[config.mk]
export PLATFORM = sky130hd
export DESIGN_NAME = imem_boot_loader
export DESIGN_NICKNAME = d
export VERILOG_FILES = /design/src/rtl/imem_loader_pkg.sv /design/src/rtl/imem_word_packer.sv /design/src/rtl/imem_boot_loader.sv
export SDC_FILE = /design/constraint.sdc
export NUM_CORES = 1
export LEC_CHECK = 0
export BUFFER_PORTS_ARGS = -buffer_cell sky130_fd_sc_hd__buf_4
export CAP_MARGIN = 20
export CORE_ASPECT_RATIO = 0.7
export CORE_UTILIZATION = 49
export CTS_BUF_LIST = sky130_fd_sc_hd__clkbuf_4
export DETAILED_ROUTE_END_ITERATION = 10
export MAX_ROUTING_LAYER = met4
export PLACE_DENSITY_LB_ADDON = 0.3
export SLEW_MARGIN = 15
export SYNTH_ARGS = -nofsm -noshare
export SYNTH_HDL_FRONTEND = slang
export SYNTH_SLANG_ARGS = --single-unit
[constraint.sdc]
create_clock -name clk -period 3 [get_ports clk]
set_input_delay 0.3 -clock clk [delete_from_list [all_inputs] [get_ports clk]]
set_output_delay 0.3 -clock clk [all_outputs]
set_load 0.005 [all_outputs]
[src/rtl/imem_loader_pkg.sv]
// Shared types and stream-format constants for the instruction-memory boot loader.
// Optional feature macro used by the loader: IMEM_LOADER_CHECKSUM_EN.
package imem_loader_pkg;

   typedef enum logic [2:0] {
      IDLE,
      HDR0,
      HDR1,
      DATA,
      WRITE,
      CHK,
      DONE,
      ERR
   } state_e;

   localparam int HDR_BYTES  = 2;
   localparam int WORD_BYTES = 4;

endpackage

[src/rtl/imem_word_packer.sv]
// Assembles four stream bytes, least-significant first, into one 32-bit word.
module imem_word_packer
   import imem_loader_pkg::*;
(
   input  logic        clk,
   input  logic        rst_n,
   input  logic        clear,
   input  logic        byte_stb,
   input  logic [7:0]  byte_in,
   output logic [31:0] word,
   output logic        word_full
);

   logic [1:0] cnt;

   // Right shift puts the first byte in bits [7:0] once all four have arrived.
   assign word_full = byte_stb && (cnt == 2'(WORD_BYTES - 1));

   always_ff @(posedge clk) begin
      if (!rst_n || clear) begin
         cnt  <= '0;
         word <= '0;
      end else if (byte_stb) begin
         cnt  <= cnt + 2'd1;
         word <= {byte_in, word[31:8]};
      end
   end

endmodule

[src/rtl/imem_boot_loader.sv]
// Streams a length-prefixed image into instruction memory and holds the core until done.
// Define IMEM_LOADER_CHECKSUM_EN to require a trailing XOR checksum byte.
module imem_boot_loader
   import imem_loader_pkg::*;
#(
   parameter int DEPTH_WORDS = 64,
   parameter int ADDR_W      = 32
) (
   input  logic              clk,
   input  logic              rst_n,
   input  logic              start,
   input  logic              byte_valid,
   input  logic [7:0]        byte_data,
   output logic              byte_ready,
   input  logic [ADDR_W-1:0] cpu_pc,
   output logic [ADDR_W-1:0] imem_raddr,
   output logic              imem_we,
   output logic [ADDR_W-1:0] imem_waddr,
   output logic [31:0]       imem_wdata,
   output logic              cpu_hold,
   output logic              done,
   output logic              error
);

   localparam int IDX_W = $clog2(DEPTH_WORDS) + 1;

   state_e           state, state_nxt;
   logic [IDX_W-1:0] word_idx;
   logic [IDX_W-1:0] idx_inc;
   logic [15:0]      n_words;
   logic [15:0]      n_hdr;
   logic             xfer;
   logic             start_load;
   logic             word_full;
   logic [31:0]      packed_word;
`ifdef IMEM_LOADER_CHECKSUM_EN
   logic [7:0]       csum;
`endif

   assign xfer       = byte_valid && byte_ready;
   assign start_load = start && (state == IDLE || state == DONE || state == ERR);
   assign idx_inc    = word_idx + 1'b1;
   assign n_hdr      = {byte_data, n_words[7:0]};

   imem_word_packer u_packer (
      .clk       (clk),
      .rst_n     (rst_n),
      .clear     (start_load),
      .byte_stb  (xfer && state == DATA),
      .byte_in   (byte_data),
      .word      (packed_word),
      .word_full (word_full)
   );

   always_comb begin
      state_nxt = state;
      case (state)
         IDLE, DONE, ERR: if (start) state_nxt = HDR0;
         HDR0:  if (xfer) state_nxt = HDR1;
         HDR1:  if (xfer) state_nxt = (n_hdr == 16'd0 || n_hdr > 16'(DEPTH_WORDS)) ? ERR : DATA;
         DATA:  if (word_full) state_nxt = WRITE;
         WRITE: begin
            if (16'(idx_inc) < n_words) state_nxt = DATA;
`ifdef IMEM_LOADER_CHECKSUM_EN
            else                        state_nxt = CHK;
`else
            else                        state_nxt = DONE;
`endif
         end
`ifdef IMEM_LOADER_CHECKSUM_EN
         CHK:   if (xfer) state_nxt = (byte_data == csum) ? DONE : ERR;
`endif
         default: state_nxt = IDLE;
      endcase
   end

   // Outputs are registered from the next state so they change on the same edge as state.
   always_ff @(posedge clk) begin
      if (!rst_n) begin
         state      <= IDLE;
         word_idx   <= '0;
         n_words    <= '0;
         byte_ready <= 1'b0;
         imem_we    <= 1'b0;
         cpu_hold   <= 1'b1;
         done       <= 1'b0;
         error      <= 1'b0;
`ifdef IMEM_LOADER_CHECKSUM_EN
         csum       <= '0;
`endif
      end else begin
         state      <= state_nxt;
         byte_ready <= (state_nxt inside {HDR0, HDR1, DATA, CHK});
         imem_we    <= (state_nxt == WRITE);
         cpu_hold   <= (state_nxt != DONE);
         done       <= (state_nxt == DONE);
         error      <= (state_nxt == ERR);
         if (start_load) begin
            word_idx <= '0;
            n_words  <= '0;
         end else begin
            if (xfer && state == HDR0) n_words[7:0]  <= byte_data;
            if (xfer && state == HDR1) n_words[15:8] <= byte_data;
            if (state == WRITE)        word_idx      <= idx_inc;
         end
`ifdef IMEM_LOADER_CHECKSUM_EN
         if (start_load) csum <= '0;
         else if (xfer)  csum <= csum ^ byte_data;
`endif
      end
   end

   assign imem_waddr = ADDR_W'({word_idx, 2'b00});
   assign imem_wdata = packed_word;
   assign imem_raddr = (state == DONE) ? cpu_pc : imem_waddr;

endmodule

==> impl_metrics.env <==
export IMPL_violations="design-rule violations"
export IMPL_antenna_found_initial=0
export IMPL_grt_pass1_wl_um=12100
export IMPL_place_inst=566
export IMPL_htreeDepth=3
export IMPL_drt_pass1_iterations=8
export IMPL_place_area_um2=4030
export IMPL_async_flop_share_pct=0
export IMPL_slew_viol_final=0
export IMPL_r2r_setup_slack_ns=0.38
export IMPL_maxSlewHeadroom_pct=61.2
export IMPL_numCtsBuffers=9
export IMPL_worstSetupStartpointType="flip-flop"
export IMPL_synth_xor_area_share_pct=3.30
export IMPL_io_pin_count=145
export IMPL_wirelength_um=7300
export IMPL_gp_congestion=0.788
export IMPL_p_leak_nw=1.97
export IMPL_post_cts_setup_buffers=0
export IMPL_clk_pin_slew_ns=0.12
export IMPL_fin_crit_sh_pct=87.4
export IMPL_synth_area_um2=3190
export IMPL_p_per_area_nw_per_um2=429
export IMPL_via_per_inst=4.92
export IMPL_yosysSeqAreaShare_pct=40.8
export IMPL_cts_tree="built"
export IMPL_dp_hpwl_um=5250
export IMPL_finalHoldViolCount=0
export IMPL_gr_total_overflow=0
export IMPL_cp_max_fo=6
export IMPL_critPathSlowestCell="dfxtp_1"
export IMPL_clkLatencyLatePin_ns=0.42
export IMPL_cp_end_kind="flip-flop"
export IMPL_seq_area_um2=1300
export IMPL_outcome="finished, violations left"
export IMPL_final_cells=582
export IMPL_worstMarginPinSlew_ns=0.582
export IMPL_grt_pass1_vias=2544
export IMPL_rows=24
export IMPL_arrival_ns=2.95
export IMPL_synthAdderAreaFrac_pct=3.14
export IMPL_critPathTopFamily="simple AND/OR/NAND/NOR gates"
export IMPL_fin_crit_ns=2.62
export IMPL_critPathBufInv=0
export IMPL_yosys_register_bits=65
export IMPL_layout_drive_gt1_share_pct=29.4
export IMPL_synth_main_ff_cell="dfxtp_1"
export IMPL_synth_compound_area_share_pct=9.39
export IMPL_cts_root_buf="clkbuf_4"
export IMPL_cts_hold_buf=0
export IMPL_multi_input_area_um2=1670
export IMPL_clock_fmax_ghz=0.381
export IMPL_synth_edf_count=0
export IMPL_ant_nets=0
export IMPL_core_um2=6250
export IMPL_cts_buffer_depth=2
export IMPL_final_area_um2=4230
export IMPL_wl_per_cell_um=12.5
export IMPL_rsz0062_at_grt="no"
export IMPL_setup_viol=0
export IMPL_antenna_cells=0
export IMPL_ir_drop_mv=0.203
export IMPL_critPathKind="reg -> reg"
export IMPL_port_buffer_count=119
export IMPL_fillerInstances=525
export IMPL_grt_usage_pct=22.9
export IMPL_synth_mux_area_share_pct=7.82
export IMPL_synth_area_per_cell_um2=8.21
export IMPL_clock_sinks=65
export IMPL_critPathRequiredTime_ns=3.33
export IMPL_fin_nets=551
export IMPL_remaining_drc_errors=4
export IMPL_crit_path_max_incr_delay_ns=0.45
export IMPL_synth_top_family_by_area="simple AND/OR/NAND/NOR gates"
export IMPL_grt_max_degree=58
export IMPL_drtIter0Drc=138
export IMPL_cts_resized=0
export IMPL_vias=2861
export IMPL_clock_skew_ns=0.0181
export IMPL_synth_cell_types=42
export IMPL_crit_chain="ha_1 -> nand3_1 -> nor2_1 -> xor2_1 -> ha_1 -> and3_1 -> o221ai_1 -> a31oi_1 -> o32a_1 -> nor4b_2"
export IMPL_start_util_pct=51.0
export IMPL_syn2layout_area_growth_pct=32.7
export IMPL_worstHoldPathType="in -> reg"
export IMPL_yosys_area_share_simple_pct=25.5
export IMPL_die_area_um2=6830
export IMPL_synth_cells=388
export IMPL_fin_tns_setup_ns=0
export IMPL_die_w_um=98.4
export IMPL_yosysWarnings=0
export IMPL_die_h_um=69.5
export IMPL_cp_common_cell="ha_1"
export IMPL_maxCapViolations=0
==> layout by cell type, fill, tap and decap left out, drive strengths merged, types with 4 or more instances in the layout <==
cell type	netlist	final
mux2i	17	17
buf	31	124
nand3	6	6
ha	8	8
conb	1	25
a21oi	39	39
xor2	4	4
nor3	5	5
xnor2	8	8
nand2	77	77
inv	9	11
nor2	34	34
clkbuf	17	9
nand3b	4	4
dfxtp	65	65
and2	25	25
mux2	7	7
==> stage by stage <==
step	hold WS [ns]	setup slack [ns]	util [%]	power, mW
finish	0.134	0.377	67.7	1.81
global route	0.110	0.120	67.7	1.88
detailed placement	0.448	0.467	64.6	1.06
floorplan	0.427	0.743	-	1.01
CTS	0.104	0.390	67.7	1.83
global placement	0.444	0.555	64.6	1.06
==> sequential cells by signal (all words and copies together) (netlist names) <==
name	cells
error	1
imem_we	1
state	3
n_words	16
u_packer.word	32
u_packer.cnt	2
done	1
cpu_hold	1
word_idx	7
byte_ready	1
==> metal layers <==
metal | track usage [%] | wire [um] | up-vias
met2 | 35.2 | 3450 | 95
li1 | - | - | 1450
met5 | - | 0 | -
met3 | 6.45 | 421 | 9
met1 | 29.3 | 3340 | 1307
met4 | 7.46 | 90 | 0
==> cell usage after synthesis (2+ instances only) <==
master | count | area (um^2)
nand2_1 | 77 | 289
dfxtp_1 | 65 | 1300
a21oi_1 | 38 | 190
nor2_1 | 34 | 128
and2_1 | 25 | 156
buf_4 | 25 | 188
clkbuf_1 | 17 | 63.8
mux2i_1 | 17 | 170
inv_1 | 9 | 33.8
ha_1 | 8 | 100
xnor2_1 | 8 | 70.1
mux2_1 | 7 | 78.8
buf_2 | 6 | 30.0
nand3_1 | 6 | 30.0
nor3_1 | 5 | 25.0
nand3b_1 | 4 | 30.0
xor2_1 | 4 | 35.0
o21ai_1 | 3 | 15.0
or3_1 | 3 | 18.8
and3_1 | 2 | 12.5
and3b_1 | 2 | 17.5
nor4_1 | 2 | 12.5
or4_4 | 2 | 22.5
==> cells by family after synthesis <==
kind of cell / after synthesis
AO/OA/AOI/OAI: 52
buffers and inverters: 57
XOR/XNOR: 12
flip-flops: 65
other: 1
AND/OR/NAND/NOR: 169
adder cells (fa/ha/maj): 8
multiplexers: 24
==> power breakdown <==
| group | internal [mW] | switching, mW |
|---|---|---|
| Combinational | 0.0747 | 0.0808 |
| Sequential | 0.872 | 0.0188 |
| Clock | 0.430 | 0.336 |
| Total | 1.38 | 0.436 |
==> worst min-delay path: cells and delay by family <==
kind | cells | cell delay [ns]
buffers and inverters | 1 | 0.10
AND/OR/NAND/NOR | 1 | 0.07
multiplexers | 1 | 0.06
==> path summary, 6_finish.rpt <==
kind                 endpoint              from  depth (start not counted)
max                   imem_we       word_idx[0]                         10
min               n_words[12]      byte_data[4]                          3
max reg2reg           imem_we       word_idx[0]                         10
min reg2reg  u_packer.word[6]  u_packer.word[6]                          2
==> cell type report <==
class                           count  share of cell area [%]
Clock buffer                        9                    1.60
Clock inverter                      7                    2.96
Inverter                            9                   0.799
Multi-Input combinational cell    290                    39.5
Sequential cell                    65                    30.8
Tap cell                           78                    2.31
Timing Repair Buffer              124                    22.0
(Power assumes the default switching activity.)
